File: src/rtl/vpe_fea_pkg.sv
// ---------------------------------------------------------------------------
// vpe_fea_pkg
// Shared definitions for the VPE feature-memory arbiter slice.
//   FEA_ADDR_W      : default feature memory address width
//   fea_arb_state_e : arbiter drain/quiesce FSM states (ARB, DRAIN, DONE)
//   fea_tag_t       : requester tag for the default requester count
//   fea_tag_w()     : tag width for any requester count (min 1 bit so a
//                     single-requester build still has a legal vector)
// ---------------------------------------------------------------------------
package vpe_fea_pkg;

    localparam int FEA_ADDR_W  = 12;
    localparam int FEA_NUM_REQ = 4;
    localparam int FEA_TAG_W   = $clog2(FEA_NUM_REQ);

    typedef enum logic [1:0] {
        ARB   = 2'd0,
        DRAIN = 2'd1,
        DONE  = 2'd2
    } fea_arb_state_e;

    typedef logic [FEA_TAG_W-1:0] fea_tag_t;

    function automatic int fea_tag_w(input int num_req);
        return (num_req > 1) ? $clog2(num_req) : 1;
    endfunction

endpackage

File: src/rtl/vpe_fea_mem_arbiter_if.sv
// ---------------------------------------------------------------------------
// vpe_fea_mem_arbiter_if
// Requester-side bundle of the feature-memory arbiter.
//   req_v    : per-requester address valid
//   req_addr : packed addresses, requester i at [i*ADDR_W +: ADDR_W]
//   req_rdy  : one-hot grant from the arbiter
//   rsp_v    : one-hot response valid from the arbiter
//   rsp_data : response data shared by all requesters
// Modports: master = requester side, slave = arbiter side.
// ---------------------------------------------------------------------------
interface vpe_fea_mem_arbiter_if
    import vpe_fea_pkg::*;
#(
    parameter int NUM_REQ = 4,
    parameter int ADDR_W  = FEA_ADDR_W,
    parameter int DATA_W  = 64
) ();

    logic [NUM_REQ-1:0]        req_v;
    logic [NUM_REQ*ADDR_W-1:0] req_addr;
    logic [NUM_REQ-1:0]        req_rdy;
    logic [NUM_REQ-1:0]        rsp_v;
    logic [DATA_W-1:0]         rsp_data;

    modport master (
        output req_v,
        output req_addr,
        input  req_rdy,
        input  rsp_v,
        input  rsp_data
    );

    modport slave (
        input  req_v,
        input  req_addr,
        output req_rdy,
        output rsp_v,
        output rsp_data
    );

endinterface

File: src/rtl/vpe_rr_arbiter.sv
// ---------------------------------------------------------------------------
// vpe_rr_arbiter
// Round-robin grant generator with pointer update. Reusable for any shared
// single-port memory (feature or weight).
//   clk, rst  : clock, asynchronous active-high reset
//   req       : request vector
//   grant_en  : grants allowed this cycle
//   grant     : one-hot grant (zero when disabled or nothing requested)
//   grant_idx : index of the winning requester (valid when grant != 0)
// Optional macro FEA_ARB_BURST_LOCK_EN: the pointer stays on the grantee for
// up to MAX_BURST consecutive grants before it is forced to rotate.
// ---------------------------------------------------------------------------
module vpe_rr_arbiter
    import vpe_fea_pkg::*;
#(
    parameter int NUM_REQ   = 4,
    parameter int IDX_W     = fea_tag_w(NUM_REQ)
`ifdef FEA_ARB_BURST_LOCK_EN
    ,
    parameter int MAX_BURST = 4
`endif
) (
    input  logic               clk,
    input  logic               rst,
    input  logic [NUM_REQ-1:0] req,
    input  logic               grant_en,
    output logic [NUM_REQ-1:0] grant,
    output logic [IDX_W-1:0]   grant_idx
);

    logic [IDX_W-1:0] ptr;
    logic [IDX_W-1:0] ptr_nxt;
    logic [IDX_W-1:0] ptr_rot;
    logic             found;

    // Index that lies 'offs' places above 'base', wrapping at NUM_REQ
    function automatic logic [IDX_W-1:0] rot_idx(input logic [IDX_W-1:0] base,
                                                 input int               offs);
        int sum;
        sum = int'(base) + offs;
        if (sum >= NUM_REQ) begin
            sum = sum - NUM_REQ;
        end
        return sum[IDX_W-1:0];
    endfunction

    // First requester at or above the pointer, searching with wrap-around
    always_comb begin
        grant     = '0;
        grant_idx = '0;
        found     = 1'b0;
        for (int k = 0; k < NUM_REQ; k++) begin
            if (!found && req[rot_idx(ptr, k)]) begin
                found     = 1'b1;
                grant_idx = rot_idx(ptr, k);
            end
        end
        if (grant_en && found) begin
            grant[grant_idx] = 1'b1;
        end
    end

    // Position just past the current winner; constant 0 when NUM_REQ is 1
    assign ptr_rot = (grant_idx == IDX_W'(NUM_REQ - 1)) ? '0 : grant_idx + IDX_W'(1);

`ifdef FEA_ARB_BURST_LOCK_EN
    localparam int BCNT_W = $clog2(MAX_BURST + 1);

    logic [BCNT_W-1:0] burst_cnt;
    logic [BCNT_W-1:0] burst_nxt;

    // A grant to the locked requester extends the burst; any other outcome
    // (idle cycle, grant elsewhere, grants disabled) restarts it
    always_comb begin
        burst_nxt = '0;
        ptr_nxt   = ptr;
        if (|grant) begin
            if ((grant_idx == ptr) && (burst_cnt != '0)) begin
                burst_nxt = burst_cnt + BCNT_W'(1);
            end else begin
                burst_nxt = BCNT_W'(1);
            end
            if (burst_nxt >= BCNT_W'(MAX_BURST)) begin
                ptr_nxt   = ptr_rot;
                burst_nxt = '0;
            end else begin
                ptr_nxt   = grant_idx;
            end
        end
    end

    always_ff @(posedge clk or posedge rst) begin
        if (rst) begin
            ptr       <= '0;
            burst_cnt <= '0;
        end else begin
            ptr       <= ptr_nxt;
            burst_cnt <= burst_nxt;
        end
    end
`else
    // Strict round-robin: rotate past every winner
    always_comb begin
        ptr_nxt = ptr;
        if (|grant) begin
            ptr_nxt = ptr_rot;
        end
    end

    always_ff @(posedge clk or posedge rst) begin
        if (rst) begin
            ptr <= '0;
        end else begin
            ptr <= ptr_nxt;
        end
    end
`endif

endmodule

File: src/rtl/vpe_fea_mem_arbiter.sv
// ---------------------------------------------------------------------------
// vpe_fea_mem_arbiter
// Shares the single read port of the main feature memory between NUM_REQ
// requesters. One read issued per cycle, round-robin; each read word is
// routed back to its issuer after the fixed memory latency. A flush/drain
// handshake lets the VPE controller quiesce the port between inferences.
// Ports:
//   clk, rst     : clock, asynchronous active-high reset
//   bus (slave)  : req_v/req_addr/req_rdy requests, rsp_v/rsp_data responses
//   mem_rd_addr  : registered read address to feature memory
//   mem_rd_en    : registered read strobe
//   mem_rd_data  : read data, valid RD_LAT cycles after mem_rd_en
//   flush        : stop granting and drain in-flight reads
//   flush_done   : one-cycle pulse when the drain is complete
//   busy         : reads in flight or FSM outside ARB
// Optional macro FEA_ARB_BURST_LOCK_EN enables burst lock (MAX_BURST grants).
// ---------------------------------------------------------------------------
module vpe_fea_mem_arbiter
    import vpe_fea_pkg::*;
#(
    parameter int NUM_REQ   = 4,
    parameter int ADDR_W    = FEA_ADDR_W,
    parameter int DATA_W    = 64,
    parameter int RD_LAT    = 2,
    parameter int MAX_BURST = 4
) (
    input  logic                     clk,
    input  logic                     rst,
    vpe_fea_mem_arbiter_if.slave     bus,
    output logic [ADDR_W-1:0]        mem_rd_addr,
    output logic                     mem_rd_en,
    input  logic [DATA_W-1:0]        mem_rd_data,
    input  logic                     flush,
    output logic                     flush_done,
    output logic                     busy
);

    localparam int TAG_W  = fea_tag_w(NUM_REQ);
    localparam int CNT_W  = $clog2(RD_LAT + 3);
    localparam int PIPE_D = RD_LAT + 1;

    if ((NUM_REQ < 1) || (NUM_REQ > 8) || (RD_LAT < 1) || (RD_LAT > 4) || (MAX_BURST < 1)) begin : g_bad_params
        $error("vpe_fea_mem_arbiter: parameter out of range");
    end

    fea_arb_state_e     state;
    fea_arb_state_e     state_nxt;
    logic               grant_en;
    logic [NUM_REQ-1:0] grant;
    logic [TAG_W-1:0]   grant_idx;
    logic               hs;
    logic [PIPE_D-1:0]  pipe_v;
    logic [TAG_W-1:0]   pipe_tag [PIPE_D];
    logic [CNT_W-1:0]   inflight;
    logic [NUM_REQ-1:0] rsp_v_q;
    logic [NUM_REQ-1:0] rsp_v_nxt;
    logic [DATA_W-1:0]  rsp_data_q;

    vpe_rr_arbiter #(
        .NUM_REQ   (NUM_REQ),
        .IDX_W     (TAG_W)
`ifdef FEA_ARB_BURST_LOCK_EN
        ,
        .MAX_BURST (MAX_BURST)
`endif
    ) u_rr (
        .clk       (clk),
        .rst       (rst),
        .req       (bus.req_v),
        .grant_en  (grant_en),
        .grant     (grant),
        .grant_idx (grant_idx)
    );

    // Grants only go to requesters with req_v set, so any grant is a transfer
    assign hs            = |grant;
    assign bus.req_rdy   = grant;
    assign bus.rsp_v     = rsp_v_q;
    assign bus.rsp_data  = rsp_data_q;

    always_ff @(posedge clk or posedge rst) begin
        if (rst) begin
            state <= ARB;
        end else begin
            state <= state_nxt;
        end
    end

    // DRAIN may fall through to DONE on its first cycle when nothing is in flight
    always_comb begin
        state_nxt = state;
        case (state)
            ARB:     if (flush) state_nxt = DRAIN;
            DRAIN:   if (inflight == '0) state_nxt = DONE;
            DONE:    state_nxt = ARB;
            default: state_nxt = ARB;
        endcase
    end

    // flush blocks grants in the same cycle; reset blocks the combinational grant
    always_comb begin
        grant_en   = (state == ARB) && !flush && !rst;
        flush_done = (state == DONE);
        busy       = (state != ARB) || (inflight != '0);
    end

    always_ff @(posedge clk or posedge rst) begin
        if (rst) begin
            mem_rd_en   <= 1'b0;
            mem_rd_addr <= '0;
        end else begin
            mem_rd_en <= hs;
            if (hs) begin
                mem_rd_addr <= bus.req_addr[int'(grant_idx)*ADDR_W +: ADDR_W];
            end
        end
    end

    // Stage k is aligned with the read issued k cycles after mem_rd_en, so the
    // last stage lines up with the cycle mem_rd_data is valid
    always_ff @(posedge clk or posedge rst) begin
        if (rst) begin
            pipe_v <= '0;
            for (int k = 0; k < PIPE_D; k++) begin
                pipe_tag[k] <= '0;
            end
        end else begin
            pipe_v      <= {pipe_v[PIPE_D-2:0], hs};
            pipe_tag[0] <= grant_idx;
            for (int k = 1; k < PIPE_D; k++) begin
                pipe_tag[k] <= pipe_tag[k-1];
            end
        end
    end

    always_comb begin
        rsp_v_nxt = '0;
        if (pipe_v[RD_LAT]) begin
            rsp_v_nxt[pipe_tag[RD_LAT]] = 1'b1;
        end
    end

    always_ff @(posedge clk or posedge rst) begin
        if (rst) begin
            rsp_v_q    <= '0;
            rsp_data_q <= '0;
        end else begin
            rsp_v_q <= rsp_v_nxt;
            if (pipe_v[RD_LAT]) begin
                rsp_data_q <= mem_rd_data;
            end
        end
    end

    // Counts from the grant until the response has been presented
    always_ff @(posedge clk or posedge rst) begin
        if (rst) begin
            inflight <= '0;
        end else begin
            case ({hs, |rsp_v_q})
                2'b10:   inflight <= inflight + CNT_W'(1);
                2'b01:   inflight <= inflight - CNT_W'(1);
                default: inflight <= inflight;
            endcase
        end
    end

endmodule

File: src/flat_wrapper.sv
// flat-port wrapper written by rule: the top's interface ports become plain ports
module vpe_fea_mem_arbiter_flat import vpe_fea_pkg::*;
#(
    parameter int NUM_REQ   = 4,
    parameter int ADDR_W    = FEA_ADDR_W,
    parameter int DATA_W    = 64,
    parameter int RD_LAT    = 2,
    parameter int MAX_BURST = 4
)
  (clk, rst, mem_rd_addr, mem_rd_en, mem_rd_data, flush, flush_done, busy, bus_req_v, bus_req_addr, bus_req_rdy, bus_rsp_v, bus_rsp_data);
  vpe_fea_mem_arbiter_if #(.NUM_REQ(NUM_REQ), .ADDR_W(ADDR_W), .DATA_W(DATA_W)) bus_i ();
  input  logic clk;
  input  logic rst;
  output logic [ADDR_W-1:0] mem_rd_addr;
  output logic mem_rd_en;
  input  logic [DATA_W-1:0] mem_rd_data;
  input  logic flush;
  output logic flush_done;
  output logic busy;
  input wire logic [$bits(bus_i.req_v)-1:0] bus_req_v;
  input wire logic [$bits(bus_i.req_addr)-1:0] bus_req_addr;
  output wire logic [$bits(bus_i.req_rdy)-1:0] bus_req_rdy;
  output wire logic [$bits(bus_i.rsp_v)-1:0] bus_rsp_v;
  output wire logic [$bits(bus_i.rsp_data)-1:0] bus_rsp_data;
  assign bus_i.req_v = bus_req_v;
  assign bus_i.req_addr = bus_req_addr;
  assign bus_req_rdy = bus_i.req_rdy;
  assign bus_rsp_v = bus_i.rsp_v;
  assign bus_rsp_data = bus_i.rsp_data;
  vpe_fea_mem_arbiter #(.NUM_REQ(NUM_REQ), .ADDR_W(ADDR_W), .DATA_W(DATA_W), .RD_LAT(RD_LAT), .MAX_BURST(MAX_BURST)) u_core (.clk(clk), .rst(rst), .bus(bus_i), .mem_rd_addr(mem_rd_addr), .mem_rd_en(mem_rd_en), .mem_rd_data(mem_rd_data), .flush(flush), .flush_done(flush_done), .busy(busy));
endmodule
File: config.mk
export PLATFORM = sky130hd
export DESIGN_NAME = vpe_fea_mem_arbiter_flat
export DESIGN_NICKNAME = d
export VERILOG_FILES = /design/src/rtl/vpe_fea_pkg.sv /design/src/rtl/vpe_fea_mem_arbiter_if.sv /design/src/rtl/vpe_rr_arbiter.sv /design/src/rtl/vpe_fea_mem_arbiter.sv /design/src/flat_wrapper.sv
export SDC_FILE = /design/constraint.sdc
export NUM_CORES = 1
export LEC_CHECK = 0
export CORE_ASPECT_RATIO = 0.5
export CORE_MARGIN = 3
export CORE_UTILIZATION = 45
export CTS_BUF_LIST = sky130_fd_sc_hd__clkbuf_8
export DETAILED_ROUTE_END_ITERATION = 12
export GPL_ROUTABILITY_DRIVEN = 1
export PLACE_DENSITY = 0.95
export SYNTH_ARGS = -nofsm -noshare
export SYNTH_HDL_FRONTEND = slang
export SYNTH_SLANG_ARGS = --single-unit
File: constraint.sdc
create_clock -name clk -period 6.8 [get_ports clk]
set_input_delay 1.02 -clock clk [delete_from_list [all_inputs] [get_ports clk]]
set_output_delay 1.02 -clock clk [all_outputs]
set_load 0.05 [all_outputs]
# Word level (Yosys, flattened, before mapping)
# Index checks and enable logic that the tools add are counted.
# Widths: inputs -> output; s select.
[totals] reg_bits=97 latch_bits=0 mem_bits_rw=0 rom_bits=0 out_inout_bits=87 wordCells=95 n_memories=0
[op_classes] addsub=10 n_mul=1 div_mod_pow=0 magnitude_cmp=12 eq_ne=7 n_shift=1 muxes=31 bitwise=0 n_reduce_logical=22
[ops] operator="$shiftx 48x32->12" n=1
[ops] operator="$mux 2" n=11
[ops] operator="$lt 2x3->1 const B" n=6
[ops] operator="$mux 1" n=10
[ops] operator="$ge 3x3->1 const B" n=3
[ops] operator="$bmux 1 s2" n=4
[ops] operator="$logic_and 1x1->1" n=8
[ops] operator="$mux 4" n=2
[ops] operator="$reduce_or 4->1" n=2
[ops] operator="$sub 2x1->2 const B" n=4
[ops] operator="$add 2x2->3 const B" n=2
[ops] operator="$eq 2x2->1 const B" n=3
[ops] operator="$pmux 3 s2" n=1
[ops] operator="$logic_not 1->1" n=5
[ops] operator="$demux 1 s2" n=2
[ops] operator="$eq 2x1->1 const B" n=2
[ops] operator="$ge 2x1->1 const B" n=2
[ops] operator="$mul 2x2->4 const B" n=1
[ops] operator="$pmux 2 s2" n=1
[ops] operator="$reduce_bool 2->1" n=2
[ops] operator="$add 2x1->3 const B" n=1
[ops] operator="$add 3x1->3 const B" n=1
[ops] operator="$ge 2x3->1 const B" n=1
[ops] operator="$logic_not 3->1" n=1
[ops] operator="8 further kinds" n=8

# Depth between registers and ports, before layout
# Gate-level depths: netlist of run 1.
[logic_depth] depth_word=22 mapped_depth=14

# Cells and area by module
# Synthesis of run 1 repeated with hierarchy kept, for this count alone.
[hier_totals] cells_unflattened=250 hier_area_um2=4016.4
[modules_own_cells] mod="vpe_fea_mem_arbiter" instances=1 cells_per_inst=220 area_each_um2=3743.6
[modules_own_cells] mod="vpe_rr_arbiter" instances=1 cells_per_inst=30 area_each_um2=272.8

# Least setup slack after synthesis of run 1
# Ideal clock, no wire load.
[synth_path] path_kind="input port to flip-flop" from="in bus_req_v[3]" to="reg u_core.inflight[2]" setup_time_ns=0.079 t_arrival_ns=3.850 required_time_ns=6.721 setup_slack_ns=2.871 cell_stages=14 cell_sequence="nand2b_1 > a211o_1 > nand2_1 > clkbuf_1 > inv_1 > ha_1 > or3b_4 > o21ai_2 > ha_1 > inv_1 > fa_1 > xor2_1 > nor2_1 > xor2_1"
[synth_between] elab_chain_len=20 word_cells_on_any_way=34
[synth_rtl] element="from (decl)" line_no="flat_wrapper.sv:20" text="input wire logic [$bits(bus_i.req_v)-1:0] bus_req_v;"
[synth_rtl] element="$bmux 1 s2" line_no="vpe_rr_arbiter.sv:53" text="if (!found && req[rot_idx(ptr, k)]) begin"
[synth_rtl] element="$mux 1 (implied by the code)" line_no="vpe_rr_arbiter.sv:53"
[synth_rtl] element="$mux 1" line_no="vpe_rr_arbiter.sv:53"
[synth_rtl] element="$logic_not 1->1" line_no="vpe_rr_arbiter.sv:53"
[synth_rtl] element="$logic_and 1x1->1" line_no="vpe_rr_arbiter.sv:53"
[synth_rtl] element="$mux 1" line_no="vpe_rr_arbiter.sv:53"
[synth_rtl] element="$logic_not 1->1" line_no="vpe_rr_arbiter.sv:53"
[synth_rtl] element="$logic_and 1x1->1" line_no="vpe_rr_arbiter.sv:53"
[synth_rtl] element="[... 4 more ...]"
[synth_rtl] element="$lt 2x3->1 (implied by the code) or $ge 2x1->1 (tied branches)" line_no="vpe_rr_arbiter.sv:59" text="grant[grant_idx] = 1'b1;"
[synth_rtl] element="$logic_and 1x1->1 (implied by the code)" line_no="vpe_rr_arbiter.sv:59"
[synth_rtl] element="$mux 1 (implied by the code)" line_no="vpe_rr_arbiter.sv:59"
[synth_rtl] element="$demux 1 s2" line_no="vpe_rr_arbiter.sv:59"
[synth_rtl] element="$mux 4 *" line_no="vpe_rr_arbiter.sv:58" text="if (grant_en && found) begin"
[synth_rtl] element="$reduce_or 4->1 *" line_no="vpe_fea_mem_arbiter.sv:76" text="assign hs = |grant;"
[synth_rtl] element="$eq 2x1->1 or $eq 2x2->1 (tied branches)" line_no="vpe_fea_mem_arbiter.sv:160" text="case ({hs, |rsp_v_q})"
[synth_rtl] element="$pmux 3 s2 or $reduce_bool 2->1 (tied branches)"
[synth_rtl] element="to (signal assigned)" line_no="vpe_fea_mem_arbiter.sv:161" text="2'b10: inflight <= inflight + CNT_W'(1);"
[synth_rtl] element="to (signal assigned)" line_no="vpe_fea_mem_arbiter.sv:162" text="2'b01: inflight <= inflight - CNT_W'(1);"
[synth_rtl] element="to (signal assigned)" line_no="vpe_fea_mem_arbiter.sv:163" text="default: inflight <= inflight;"
[synth_rtl] element="to (decl)" line_no="vpe_fea_mem_arbiter.sv:54" text="logic [CNT_W-1:0] inflight;"
# Every way passes the cells marked *; elsewhere a longest branch is shown, timed or not. The select of a mux whose other input is x is not followed.
# A chain may end at the register's enable or synchronous reset.

# Worst setup path after layout of run 1
[layout_path] from="in bus_req_v[3]" to="out bus_req_rdy[3]"
[layout_between] elab_chain_len=17 word_cells_on_any_way=29
[layout_rtl] element="$bmux 1 s2" line_no="vpe_rr_arbiter.sv:53"
[layout_rtl] element="$mux 1 (implied by the code)" line_no="vpe_rr_arbiter.sv:53"
[layout_rtl] element="$mux 1" line_no="vpe_rr_arbiter.sv:53"
[layout_rtl] element="$logic_not 1->1" line_no="vpe_rr_arbiter.sv:53"
[layout_rtl] element="$logic_and 1x1->1" line_no="vpe_rr_arbiter.sv:53"
[layout_rtl] element="$mux 1" line_no="vpe_rr_arbiter.sv:53"
[layout_rtl] element="$logic_not 1->1" line_no="vpe_rr_arbiter.sv:53"
[layout_rtl] element="$logic_and 1x1->1" line_no="vpe_rr_arbiter.sv:53"
[layout_rtl] element="$mux 1" line_no="vpe_rr_arbiter.sv:53"
[layout_rtl] element="$logic_not 1->1" line_no="vpe_rr_arbiter.sv:53"
[layout_rtl] element="$logic_and 1x1->1" line_no="vpe_rr_arbiter.sv:53"
[layout_rtl] element="$mux 2" line_no="vpe_rr_arbiter.sv:53"
[layout_rtl] element="$lt 2x3->1 (implied by the code) or $ge 2x1->1 (tied branches)" line_no="vpe_rr_arbiter.sv:59"
[layout_rtl] element="$logic_and 1x1->1 (implied by the code)" line_no="vpe_rr_arbiter.sv:59"
[layout_rtl] element="$mux 1 (implied by the code)" line_no="vpe_rr_arbiter.sv:59"
[layout_rtl] element="$demux 1 s2" line_no="vpe_rr_arbiter.sv:59"
[layout_rtl] element="$mux 4 *" line_no="vpe_rr_arbiter.sv:58"
[layout_rtl] element="to (decl)" line_no="flat_wrapper.sv:22" text="output wire logic [$bits(bus_i.req_rdy)-1:0] bus_req_rdy;"
# Marks and branches as above.

==> results.sh, run 1 <==
export IMPL_finalSetupViolCount=0
export IMPL_max_cap_violations=0
export IMPL_avgSynthCellArea_um2=13.9
export IMPL_crit_path_start="bus_req_v[3]"
export IMPL_grt_total_usage=0.208
export IMPL_synthesis_nets=428
export IMPL_synth_enable_flop_cells=0
export IMPL_use_met3=0.0584
export IMPL_worstPathMaxFanout=18
export IMPL_seqPwrFrac=0.303
export IMPL_busiest_layer="met2"
export IMPL_p_clk_frac=0.115
export IMPL_swShare=0.474
export IMPL_yosysMostFrequentCell="dfrtp_1"
export IMPL_rsz0062_at_grt="no"
export IMPL_htreeDepth=3
export IMPL_peakVddDrop_uv=176
export IMPL_cts_made_buffers=9
export IMPL_grt_pass1_wl_um=17200
export IMPL_dp_slack_ps=1940
export IMPL_clk_latency_ps=370
export IMPL_p_leak_nw=2.76
export IMPL_ctsHoldBuffers=0
export IMPL_synth_area_leaders="dfrtp_1 56%, mux2_2 17%, a211oi_2 5.6%, mux2i_1 3.3%, a21boi_0 2.1%"
export IMPL_gr_usage_met1=0.247
export IMPL_outcome="finished, final reports clean"
export IMPL_placed_cells=613
export IMPL_wl_um=11400
export IMPL_die_w_um=144
export IMPL_worst_setup_path_start_kind="input pin"
export IMPL_hpwl_um=8770
export IMPL_place_congestion=0.815
export IMPL_gr_usage_met2=0.383
export IMPL_fin_tns_setup_ps=0
export IMPL_cts_buffer_depth=2
export IMPL_max_freq_mhz=206
export IMPL_syn_inst=306
export IMPL_final_cells=629
export IMPL_coreArea_um2=8950
export IMPL_r2r_cells=13
export IMPL_crit_arrival_ps=3840
export IMPL_io_pins=206
export IMPL_hold_class="flop to flop"
export IMPL_worst_slew_pin_slew_ps=807
export IMPL_postPlaceCellArea_um2=6390
export IMPL_worstSetupEndpoint="bus_req_rdy[3]"
export IMPL_dr_total_vias=3212
export IMPL_ys_warn_count=0
export IMPL_critPathKind="input pin to primary output"
export IMPL_ys_seq_area_frac=0.564
export IMPL_grt_pass1_vias=3412
export IMPL_die_area_um2=10700
export IMPL_finalNetCount=629
export IMPL_cts_sinks=96
export IMPL_hold_viol_final=0
export IMPL_syn_to_final_growth_pct=54.8
export IMPL_fin_util=0.736
export IMPL_dr_pass1_iters=4
export IMPL_reg2reg_slack_ps=3150
export IMPL_async_reset_ff_frac=1.00
export IMPL_worst_clock_skew_ps=8.15
export IMPL_synthFlopType="dfrtp_1"
export IMPL_p_comb_frac=0.582
export IMPL_port_buffers=205
export IMPL_whs_ps=360
export IMPL_die_h_um=74.8
export IMPL_synthTopCellsByCount="96 x dfrtp_1, 65 x mux2_2, 19 x a211oi_2"
export IMPL_ys_ff_latch=96
export IMPL_drtAntennaViolNets=0
export IMPL_r2r_start="u_core.u_rr.ptr[1]"
export IMPL_cts_root_buf="clkbuf_8"
export IMPL_total_power_mw=3.27
export IMPL_cts_setup_buffers=0
export IMPL_vias_per_cell=5.11
export IMPL_ys_types=39
export IMPL_r2r_end="u_core.inflight[2]"
export IMPL_cts_resized=0
export IMPL_syn_area_um2=4260
export IMPL_finalMaxSlewViolations=0
export IMPL_maxSlewHeadroom=0.462
export IMPL_cts_tree="built"
export IMPL_fin_crit_sh=0.715
export IMPL_p_sw_mw=1.55
export IMPL_end_kind="primary output"
export IMPL_antenna_cells=0
export IMPL_layout_drive_gt1_share=0.242
export IMPL_drc=0
export IMPL_crit_required_ps=5780
export IMPL_rows=24
export IMPL_worst_slack_ps=1940
export IMPL_wl_per_cell_um=18.1
export IMPL_overflow=0
export IMPL_yosysTopAreaCell="dfrtp_1"
export IMPL_clkTransAtPathRegs_ps=90
export IMPL_grt_max_degree=67
export IMPL_drt_iter0_markers=188
export IMPL_p_int_mw=1.72
export IMPL_stdcell_area_um2=6590
export IMPL_power_density_nw_per_um2=496
export IMPL_initial_core_util=0.476
export IMPL_synth_top_area_share=0.564
export IMPL_antenna_found_initial=0
export IMPL_period_needed_ps=4860
## worst max-delay path, stage by stage
cell             delay [ps]
clkdlybuf4s50_1         540
mux2i_1                 120
a2bb2oi_2               470
nand2_2                 450
inv_1                   150
ha_1                    170
and2_1                  110
clkdlybuf4s50_1         800
## final cells by class
type,instances,area [µm²]
Clock buffer,9,124
Clock inverter,7,73.8
Inverter,9,36.3
Timing Repair Buffer,207,2070
Sequential cell,96,2400
Fill cell,614,2360
Multi-Input combinational cell,184,1740
Tap cell,117,146
## power groups by stage
stage               Sequential (mW)  Clock, mW  Combinational [mW]
detailed placement             1.00          0                1.91
floorplan                      1.76          0               0.482
global placement              0.982          0                1.87
global route                   1.02      0.405                1.99
finish                        0.991      0.374                1.90
CTS                           0.993      0.384                1.92
## metal layers
layer / part of all wire / wire, µm
met1: 0.40 / 4520
met2: 0.52 / 5940
met3: 0.071 / 810
met4: 0.011 / 125
met5: 0 / 0
## state kept, by name (all words and copies together) (netlist names)
signal / flops
u_core.inflight: 3
u_core.mem_rd_addr: 12
u_core.pipe_tag: 6
u_core.bus.rsp_data: 64
u_core.state: 2
u_core.pipe_v: 3
u_core.u_rr.ptr: 2
u_core.bus.rsp_v: 4
## cell usage in the layout, fill, tap and decap left out, types with 3 or more instances in the layout
master           Yosys  final
clkbuf_8             0      9
nor2_1               7      7
nand2_1              5      5
mux2_2              65     65
or2_2               13     13
o31ai_1             12     12
mux2i_1             14     14
a211oi_2            19     19
a211oi_1             6      6
and3_1               3      3
dfrtp_1             96     95
clkdlybuf4s50_1      0    205
clkinvlp_4           0      3
a21boi_0            12     12
inv_1                9      9
## logic make-up after synthesis
kind of cell,after synthesis,synth area share
fa+ha+maj,3,0.0106
compound gates,57,0.128
simple gates,42,0.0591
xor+xnor,3,0.00617
flops,96,0.564
buf+inv,26,0.0273
mux,79,0.205
## worst min-delay path by stage
| stage | end | startpoint | cells after the start |
|---|---|---|---|
| after floorplan | u_core.pipe_tag[0] | u_core.pipe_tag[2] | 0 |
| after global routing | u_core.pipe_tag[1] | u_core.pipe_tag[3] | 0 |
| after global placement | u_core.pipe_tag[1] | u_core.pipe_tag[3] | 0 |
| after detailed placement | u_core.pipe_v[2] | u_core.pipe_v[1] | 0 |
| final | u_core.pipe_v[2] | u_core.pipe_v[1] | 0 |
| after CTS | u_core.pipe_tag[1] | u_core.pipe_tag[3] | 0 |
Note: power is estimated with default switching activity, not from simulation.
==> run 2, diff against run 1 <==
--- a/config.mk
+++ b/config.mk
@@ -7,11 +7,11 @@
 export LEC_CHECK = 0
 export CORE_ASPECT_RATIO = 0.5
 export CORE_MARGIN = 3
-export CORE_UTILIZATION = 45
+export CORE_UTILIZATION = 38
 export CTS_BUF_LIST = sky130_fd_sc_hd__clkbuf_8
 export DETAILED_ROUTE_END_ITERATION = 12
 export GPL_ROUTABILITY_DRIVEN = 1
-export PLACE_DENSITY = 0.95
+export PLACE_DENSITY = 0.89
 export SYNTH_ARGS = -nofsm -noshare
 export SYNTH_HDL_FRONTEND = slang
 export SYNTH_SLANG_ARGS = --single-unit
==> constraint.sdc (replaced) <==
create_clock -name clk -period 4.4 [get_ports clk]
set_input_delay 0.66 -clock clk [delete_from_list [all_inputs] [get_ports clk]]
set_output_delay 0.66 -clock clk [all_outputs]
set_load 0.05 [all_outputs]
==> results.sh, run 2 (same netlist as run 1, synthesis figures left out) <==
export IMPL_outcome="finished, final reports clean"
export IMPL_fin_util=0.638
export IMPL_rows=26
export IMPL_worst_slew_pin_slew_ps=1060
export IMPL_rsz0062_at_grt="no"
export IMPL_crit_arrival_ps=3060
export IMPL_coreArea_um2=10500
export IMPL_p_clk_frac=0.151
export IMPL_dr_pass1_iters=4
export IMPL_crit_required_ps=3740
export IMPL_antenna_cells=0
export IMPL_grt_max_degree=88
export IMPL_whs_ps=354
export IMPL_hpwl_um=8540
export IMPL_largest_reg_flops=64
export IMPL_dp_slack_ps=472
export IMPL_dr_total_vias=3206
export IMPL_wl_per_cell_um=17.0
export IMPL_max_cap_violations=0
export IMPL_initial_core_util=0.404
export IMPL_worstPathMaxFanout=15
export IMPL_fin_tns_setup_ps=0
export IMPL_cts_buffer_depth=2
export IMPL_max_freq_mhz=269
export IMPL_peakVddDrop_uv=259
export IMPL_cts_root_buf="clkbuf_8"
export IMPL_ctsHoldBuffers=0
export IMPL_hold_class="flop to flop"
export IMPL_reg2reg_slack_ps=1140
export IMPL_syn_to_final_growth_pct=57.9
export IMPL_r2r_cells=13
export IMPL_n_fill_cell=842
export IMPL_drc=0
export IMPL_fin_crit_sh=0.845
export IMPL_io_pins=206
export IMPL_clk_latency_ps=360
export IMPL_cts_resized=0
export IMPL_worst_slack_ps=682
export IMPL_die_w_um=156
export IMPL_die_h_um=80.8
export IMPL_grt_total_usage=0.180
export IMPL_cts_tree="built"
export IMPL_power_density_nw_per_um2=781
export IMPL_wl_um=11200
export IMPL_swShare=0.449
export IMPL_antenna_found_initial=0
export IMPL_cts_sinks=96
export IMPL_p_int_mw=2.89
export IMPL_drt_iter0_markers=135
export IMPL_drtAntennaViolNets=0
export IMPL_cts_setup_buffers=0
export IMPL_layout_common_cells="204 x clkdlybuf4s50_1, 95 x dfrtp_1, 65 x mux2_2, 19 x a211oi_2, 14 x mux2i_1"
export IMPL_htreeDepth=3
export IMPL_p_comb_frac=0.559
export IMPL_finalMaxSlewViolations=0
export IMPL_finalNetCount=632
export IMPL_postPlaceCellArea_um2=6440
export IMPL_cts_made_buffers=9
export IMPL_die_area_um2=12600
export IMPL_seqPwrFrac=0.289
export IMPL_finalSetupViolCount=0
export IMPL_worst_hold_startpoint="u_core.pipe_tag[4]"
export IMPL_r2r_end="u_core.inflight[2]"
export IMPL_worst_setup_path_start_kind="input pin"
export IMPL_clkTransAtPathRegs_ps=90
export IMPL_critPathKind="input pin to primary output"
export IMPL_hold_viol_final=0
export IMPL_stdcell_area_um2=6720
export IMPL_grt_pass1_vias=3415
export IMPL_min_path_cells=0
export IMPL_period_needed_ps=3720
export IMPL_worst_clock_skew_ps=5.08
export IMPL_place_congestion=0.767
export IMPL_layout_commonest_cell="clkdlybuf4s50_1"
export IMPL_end_kind="primary output"
export IMPL_hold_end="u_core.pipe_tag[2]"
export IMPL_overflow=0
export IMPL_vias_per_cell=4.89
export IMPL_maxSlewHeadroom=0.295
export IMPL_port_buffers=205
export IMPL_p_leak_nw=2.83
export IMPL_r2r_start="u_core.u_rr.ptr[1]"
export IMPL_grt_pass1_wl_um=17600
export IMPL_layout_drive_gt1_share=0.249
export IMPL_p_sw_mw=2.36
[run 2: cell count changes in the layout (fill, tap and decap cells not counted), sizes merged]
cell           change
buf                +4
bufinv             +4
clkdlybuf4s50      -1
clkinv             -1
clkinvlp           -3
[run 2: cell type report]
type | instances | area [µm²] | area share
clock buffers | 9 | 124 | 0.0184
clock inverters | 7 | 159 | 0.0236
inverters | 9 | 36.3 | 0.00540
multi-input cells | 184 | 1740 | 0.259
flip-flops and latches | 96 | 2400 | 0.358
well taps | 140 | 175 | 0.0261
repair buffers | 210 | 2090 | 0.310
[run 2: critical path: stages]
cell             delay [ps]
clkdlybuf4s50_1         470
nand2b_1                190
a211o_1                 310
nand2_1                  90
buf_4                   210
inv_1                   120
nor3_1                  190
clkdlybuf4s50_1         830
[run 2: metal layers]
metal	up-vias	part of all wire	track usage
li1	1511	-	-
met1	1578	0.38	0.194
met2	101	0.54	0.343
met3	16	0.063	0.0543
met4	0	0.017	0.0611
met5	-	0	0
[run 2: worst max-delay path by stage]
stage,start,endpoint,slack [ps],depth (start not counted)
after global placement,bus_req_v[3],u_core.inflight[2],610,14
after detailed placement,bus_req_v[3],u_core.inflight[2],470,14
after floorplan,bus_req_v[3],u_core.inflight[2],830,14
final,bus_req_v[3],bus_req_rdy[1],680,8
after global routing,bus_req_v[3],bus_req_rdy[1],530,8
after CTS,bus_req_v[3],bus_req_rdy[1],670,8
[run 2: power by group through the flow]
stage	logic (mW)	registers (mW)	clock network (mW)
6_report	2.94	1.52	0.794
5_1_grt	3.06	1.58	0.844
4_1_cts	2.97	1.52	0.810
3_5_place_dp	2.96	1.54	0
3_3_place_gp	2.92	1.51	0
2_1_floorplan	0.745	2.72	0
[run 2: metrics by stage]
stage | std cells | power, mW
after floorplan | 306 | 3.46
after global placement | 639 | 4.43
after detailed placement | 639 | 4.50
after CTS | 655 | 5.30
after global routing | 655 | 5.49
final | 655 | 5.25
